`config.mk`:
```
export PLATFORM = sky130hd
export DESIGN_NAME = locked_adder_error_monitor
export DESIGN_NICKNAME = d
export VERILOG_FILES = /design/src/rtl/locked_adder_error_monitor.sv
export SDC_FILE = /design/constraint.sdc
export NUM_CORES = 1
export LEC_CHECK = 0
export ABC_AREA = 1
export CORE_MARGIN = 8
export CORE_UTILIZATION = 49
export CTS_BUF_LIST = sky130_fd_sc_hd__clkbuf_16
export CTS_CLUSTER_SIZE = 8
export DETAILED_ROUTE_END_ITERATION = 8
export GPL_TIMING_DRIVEN = 0
export PLACE_DENSITY = 0.78
export SLEW_MARGIN = 20
export SYNTH_ARGS = -nofsm -noshare
export SYNTH_HDL_FRONTEND = slang
export SYNTH_SLANG_ARGS = --single-unit
```
`constraint.sdc`:
```
create_clock -name clk_i -period 4.1 [get_ports clk_i]
set_input_delay 0.41 -clock clk_i [delete_from_list [all_inputs] [get_ports clk_i]]
set_output_delay 0.41 -clock clk_i [all_outputs]
set_load 0.01 [all_outputs]
```
`src/rtl/locked_adder_error_monitor.sv`:
```
// Error monitor for the XOR-locked ripple-carry adder.
// Recomputes the golden sum of each accepted operand pair and accumulates
// mismatch count, total Hamming distance and sticky per-bit error flags
// over a programmed vector window.
module locked_adder_error_monitor #(
  parameter int unsigned WIDTH = 16,
  parameter int unsigned CNT_W = 32,
  parameter int unsigned ACC_W = 40
) (
  input  logic               clk_i,
  input  logic               rst_i,
  input  logic               start_i,
  input  logic [CNT_W-1:0]   num_vectors_i,
  input  logic               valid_i,
  output logic               ready_o,
  input  logic [WIDTH-1:0]   add1_i,
  input  logic [WIDTH-1:0]   add2_i,
  input  logic [WIDTH:0]     result_i,
  output logic               busy_o,
  output logic               done_o,
  output logic [CNT_W-1:0]   vec_count_o,
  output logic [CNT_W-1:0]   err_count_o,
  output logic [ACC_W-1:0]   hd_sum_o,
  output logic [WIDTH:0]     bit_err_o
);

  localparam int unsigned RW = WIDTH + 1;

  localparam logic [1:0] ST_IDLE = 2'd0;
  localparam logic [1:0] ST_RUN  = 2'd1;
  localparam logic [1:0] ST_DONE = 2'd2;

  logic [1:0]       state_q, state_d;
  logic [CNT_W-1:0] target_q, target_d;
  logic [CNT_W-1:0] vec_count_q, vec_count_d;
  logic [CNT_W-1:0] err_count_q, err_count_d;
  logic [ACC_W-1:0] hd_sum_q, hd_sum_d;
  logic [RW-1:0]    bit_err_q, bit_err_d;
  logic [RW-1:0]    diff_q, diff_d;
  logic             s1_v_q, s1_v_d;
  logic             busy_q, busy_d;
  logic             done_q, done_d;

  logic             accept_c;
  logic [RW-1:0]    golden_c;
  logic [ACC_W:0]   hd_ext_c;

  function automatic logic [ACC_W-1:0] popcount(input logic [RW-1:0] v);
    logic [ACC_W-1:0] cnt;
    cnt = '0;
    for (int unsigned i = 0; i < RW; i++) begin
      cnt = cnt + ACC_W'(v[i]);
    end
    return cnt;
  endfunction

  // Handshake depends only on registered state, never on valid_i
  assign ready_o  = (state_q == ST_RUN) && (vec_count_q < target_q);
  // A vector arriving together with start_i belongs to the old window and is dropped
  assign accept_c = valid_i && ready_o && !start_i;
  assign golden_c = RW'(add1_i) + RW'(add2_i);
  assign hd_ext_c = {1'b0, hd_sum_q} + {1'b0, popcount(diff_q)};

  // Next-state logic for the window FSM
  always_comb begin
    state_d = state_q;
    case (state_q)
      ST_IDLE: if (start_i) state_d = ST_RUN;
      ST_RUN: begin
        if (start_i) begin
          state_d = ST_RUN;
        end else if ((vec_count_q == target_q) && !s1_v_q) begin
          state_d = ST_DONE;
        end
      end
      ST_DONE: if (start_i) state_d = ST_RUN;
      default: state_d = ST_IDLE;
    endcase
  end

  // Two-stage datapath: capture the difference, then fold it into the statistics
  always_comb begin
    target_d    = target_q;
    vec_count_d = vec_count_q;
    err_count_d = err_count_q;
    hd_sum_d    = hd_sum_q;
    bit_err_d   = bit_err_q;
    diff_d      = diff_q;
    s1_v_d      = accept_c;
    busy_d      = (state_d == ST_RUN);
    done_d      = (state_d == ST_DONE);

    if (accept_c) begin
      diff_d      = result_i ^ golden_c;
      vec_count_d = (vec_count_q == '1) ? vec_count_q : vec_count_q + CNT_W'(1);
    end

    if (s1_v_q) begin
      if (diff_q != '0) begin
        err_count_d = (err_count_q == '1) ? err_count_q : err_count_q + CNT_W'(1);
      end
      hd_sum_d  = hd_ext_c[ACC_W] ? '1 : hd_ext_c[ACC_W-1:0];
      bit_err_d = bit_err_q | diff_q;
    end

    if (start_i) begin
      target_d    = num_vectors_i;
      vec_count_d = '0;
      err_count_d = '0;
      hd_sum_d    = '0;
      bit_err_d   = '0;
      s1_v_d      = 1'b0;
    end
  end

  // State and datapath registers with synchronous reset
  always_ff @(posedge clk_i) begin
    if (rst_i) begin
      state_q     <= ST_IDLE;
      target_q    <= '0;
      vec_count_q <= '0;
      err_count_q <= '0;
      hd_sum_q    <= '0;
      bit_err_q   <= '0;
      diff_q      <= '0;
      s1_v_q      <= 1'b0;
      busy_q      <= 1'b0;
      done_q      <= 1'b0;
    end else begin
      state_q     <= state_d;
      target_q    <= target_d;
      vec_count_q <= vec_count_d;
      err_count_q <= err_count_d;
      hd_sum_q    <= hd_sum_d;
      bit_err_q   <= bit_err_d;
      diff_q      <= diff_d;
      s1_v_q      <= s1_v_d;
      busy_q      <= busy_d;
      done_q      <= done_d;
    end
  end

  assign busy_o      = busy_q;
  assign done_o      = done_q;
  assign vec_count_o = vec_count_q;
  assign err_count_o = err_count_q;
  assign hd_sum_o    = hd_sum_q;
  assign bit_err_o   = bit_err_q;

endmodule

```
==> flow_summary.json <==
{
  "remaining_drc_errors": 0,
  "numCtsBuffers": 17,
  "place_hpwl_um": 28370,
  "post-route-util": 0.6419,
  "tritoncts": "done",
  "timing.final.crit_share": 1.091,
  "yosysWarnings": 0,
  "reg2reg_from": "diff_q[10]",
  "path_class_of_the_lowest_slack_min_delay_path": "in2reg",
  "timing_worst_slew_pin_value_ns": 0.8518,
  "die-height_um": 169.7,
  "port_buffers": 207,
  "critPathCaptureType": "flop",
  "postSynthRegisterBits": 175,
  "vias_in_the_first_global_route": 11750,
  "layout_cells_sized_above_1": 0.08392,
  "postRouteWirelength_um": 36110,
  "flow.area_growth_from_synthesis_pct": 29.38,
  "worst_slack_ns": -0.3718,
  "cts_htree_levels": 4,
  "num_io_pins": 209,
  "crit_type": "reg2reg",
  "status": "finished, violations left",
  "hold_violations": 0,
  "timing.critical_path.from_type": "flop",
  "num-fill-cells": 2243,
  "gp_congestion": 0.9535,
  "max-cap-violations": 0,
  "sinks_on_the_clock_net": 175,
  "peakVddDrop_mv": 0.2349,
  "synth.yosys.seq_area_share": 0.3026,
  "clock_skew_ns": 0.01255,
  "multi_input_comb_area_um2": 6958,
  "clkLatencyLatePin_ns": 0.43,
  "rsz0062_at_grt": "true",
  "global_route_wire_length_before_repair_um": 57330,
  "achievable-frequency_ghz": 0.2236,
  "grt_start_max_net_pins": 17,
  "route.detailed.wl_per_inst_um": 15.72,
  "chipWidth_um": 169.7,
  "final_antenna_net_count": 0,
  "power_per_cell_area_nw_per_um2": 262.1,
  "worst_setup_hold_path_clk_slew_ns": 0.07,
  "synth.cell_area_um2": 11580,
  "grt_usage": 0.2451,
  "drt_pre_antenna_iters": 5,
  "avgViaCountPerCell": 5.248,
  "path_max_fanout": 7,
  "report.final.setup_viol": 40,
  "violations_in_the_final_reports": "setup timing",
  "cts_max_path_buffers": 2,
  "final_antenna_diode_count": 0,
  "syn_avg_cell_area_um2": 6.703,
  "worst_setup_path_startpoint": "diff_q[10]",
  "start_util": 0.4961,
  "layout.nets": 2127,
  "hold_path_startpoint": "rst_i",
  "layout_min_cycle_time_ns": 4.472,
  "slew-limit-headroom": 0.4321,
  "pre_cts_slack_ns": -0.4837,
  "via_count": 12060,
  "postSynthCellCount": 1727,
  "max_slew_violation_total_from_the_final_report": 0,
  "drt_iter0_drc": 823,
  "overflow": 0,
  "ctsRootBufferMaster": "sky130_fd_sc_hd__clkbuf_16",
  "fp.dieArea_um2": 28800,
  "placement_rows": 56,
  "worstPathRequired_ns": 4.39,
  "cell_count_after_placement": 2253,
  "number_of_antenna_violations_at_the_first_check_in_global_routing": 0,
  "cts_hold_buffers": 0,
  "arrival_ns": 4.76,
  "syn_nets": 1889,
  "stdcell_count": 2297,
  "final_power_mw": 3.925,
  "synth_cell_types": 47,
  "final-seq-area_um2": 3512,
  "core_region_area_um2": 23330,
  "p_leak_nw": 6.342,
  "fin_setup_tns_ns": -12.08
}
synthesized netlist by cell type (all sizes together):
library cell	n	share of area
nand2	440	0.14
inv	262	0.085
nor2	191	0.068
dfxtp	175	0.30
a21oi	133	0.060
o21ai	86	0.037
nand3	82	0.039
ha	64	0.069
nor3	55	0.027
nand4	52	0.032
xor2	48	0.036
buf	25	0.018
clkbuf	24	0.0078
xnor2	15	0.011
a31oi	14	0.0086
fa	13	0.022
nand3b	12	0.0078
nor4	8	0.0049
a21o	5	0.0032
o21bai	5	0.0032
or2	5	0.0027
a211oi	3	0.0019
and3	3	0.0016
nor3b	3	0.0028
o21a	2	0.0013
a41oi	1	0.00076
o211ai	1	0.0011
state kept, by name, summed over array words and instances (netlist names):
register and count:
hd_sum_o 40, state_q 2, vec_count_o 32, target_q 32, err_count_o 32, busy_o 1, bit_err_o 17, diff_q 17
s1_v_q 1, done_o 1
path summary, 6_finish.rpt:
kind	slack [ns]	to	cells after the start
hold reg to reg	0.47	target_q[20]	2
setup reg to reg	-0.37	hd_sum_o[23]	17
setup / recovery	-0.37	hd_sum_o[23]	17
hold / removal	0.35	diff_q[9]	2
per-stage QoR:
stage          hold WS (ns)  cell area [um^2]
3_3_place_gp         0.4481             14080
6_report             0.3543             14980
5_1_grt              0.3722             14980
4_1_cts              0.3372             14840
2_1_floorplan        0.4331             11610
3_5_place_dp         0.4545             14080
power breakdown:
part | total (mW) | internal [mW] | switching, mW | leakage, nW
Sequential | 1.75 | 1.73 | 0.0165 | 1.42
Combinational | 0.524 | 0.226 | 0.298 | 4.63
Clock | 1.65 | 0.908 | 0.745 | 0.286
Total | 3.93 | 2.87 | 1.06 | 6.34
layout make-up:
type,count,share of cell area
Multi-Input combinational cell,1241,0.4646
Sequential cell,175,0.2345
Clock buffer,17,0.02840
Clock inverter,15,0.01053
Tap cell,319,0.02665
Buffer,49,0.02114
Inverter,262,0.06566
Timing Repair Buffer,219,0.1485
layout by cell type, fill, tap and decap left out, types with 10 or more instances in the layout:
| master | netlist | final |
|---|---|---|
| sky130_fd_sc_hd__ha_1 | 64 | 63 |
| sky130_fd_sc_hd__nor3_1 | 48 | 48 |
| sky130_fd_sc_hd__dfxtp_1 | 175 | 168 |
| sky130_fd_sc_hd__nand2_1 | 434 | 427 |
| sky130_fd_sc_hd__nand4_1 | 48 | 48 |
| sky130_fd_sc_hd__o21ai_0 | 78 | 74 |
| sky130_fd_sc_hd__clkdlybuf4s50_1 | 0 | 207 |
| sky130_fd_sc_hd__nand3b_1 | 12 | 12 |
| sky130_fd_sc_hd__a31oi_1 | 12 | 12 |
| sky130_fd_sc_hd__fa_1 | 13 | 12 |
| sky130_fd_sc_hd__nand3_1 | 76 | 68 |
| sky130_fd_sc_hd__xor2_1 | 48 | 48 |
| sky130_fd_sc_hd__nor2_2 | 9 | 14 |
| sky130_fd_sc_hd__a21oi_1 | 130 | 124 |
| sky130_fd_sc_hd__clkbuf_16 | 0 | 19 |
| sky130_fd_sc_hd__clkbuf_1 | 24 | 24 |
| sky130_fd_sc_hd__xnor2_1 | 15 | 15 |
| sky130_fd_sc_hd__nand2_2 | 6 | 11 |
| sky130_fd_sc_hd__inv_2 | 10 | 15 |
| sky130_fd_sc_hd__nor2_1 | 176 | 170 |
| sky130_fd_sc_hd__o21ai_1 | 8 | 12 |
| sky130_fd_sc_hd__inv_1 | 252 | 247 |
| sky130_fd_sc_hd__nand3_2 | 4 | 10 |
worst max-delay path, cell delays in order, from the launching register on:
cell and delay (ns):
sky130_fd_sc_hd__dfxtp_2 0.35, sky130_fd_sc_hd__fa_1 0.54, sky130_fd_sc_hd__inv_1 0.05, sky130_fd_sc_hd__fa_1 0.46, sky130_fd_sc_hd__fa_1 0.53, sky130_fd_sc_hd__fa_1 0.44, sky130_fd_sc_hd__fa_1 0.50, sky130_fd_sc_hd__inv_1 0.05
sky130_fd_sc_hd__ha_2 0.17, sky130_fd_sc_hd__fa_2 0.35, sky130_fd_sc_hd__nand2_2 0.10, sky130_fd_sc_hd__o211ai_4 0.13, sky130_fd_sc_hd__nand2_2 0.15, sky130_fd_sc_hd__inv_2 0.07, sky130_fd_sc_hd__nand2_8 0.10, sky130_fd_sc_hd__buf_4 0.13
sky130_fd_sc_hd__clkbuf_16 0.14, sky130_fd_sc_hd__a31oi_2 0.07
cell families (layout without fill, tap and decap cells):
logic type,count (synthesis),count (layout),share of synthesized area
AOI/OAI and AO/OA,250,250,0.1172
buffers and inverters,311,562,0.1109
xor gates and xnor gates,63,63,0.04767
and+or+nand+nor,851,851,0.3300
adders and majority gates,77,77,0.09166
DFF,175,175,0.3026
per-layer routing:
metal  global-route usage  vias to the layer above  share of wire
met1               0.2912                     5519           0.41
met5                    0                        -              0
met2               0.4254                      444           0.49
met4              0.08965                        0          0.021
met3              0.05559                       58          0.080
li1                     -                     6034              -
what timing repair did:
item / CTS / global route
buffers inserted: 7 / 2
endpoints found under the setup margin: 40 / 40
pin swaps: 10 / 6
resized for setup: 34 / 17
cloned: 1 / 2
Power figures use the tool's default switching activity.
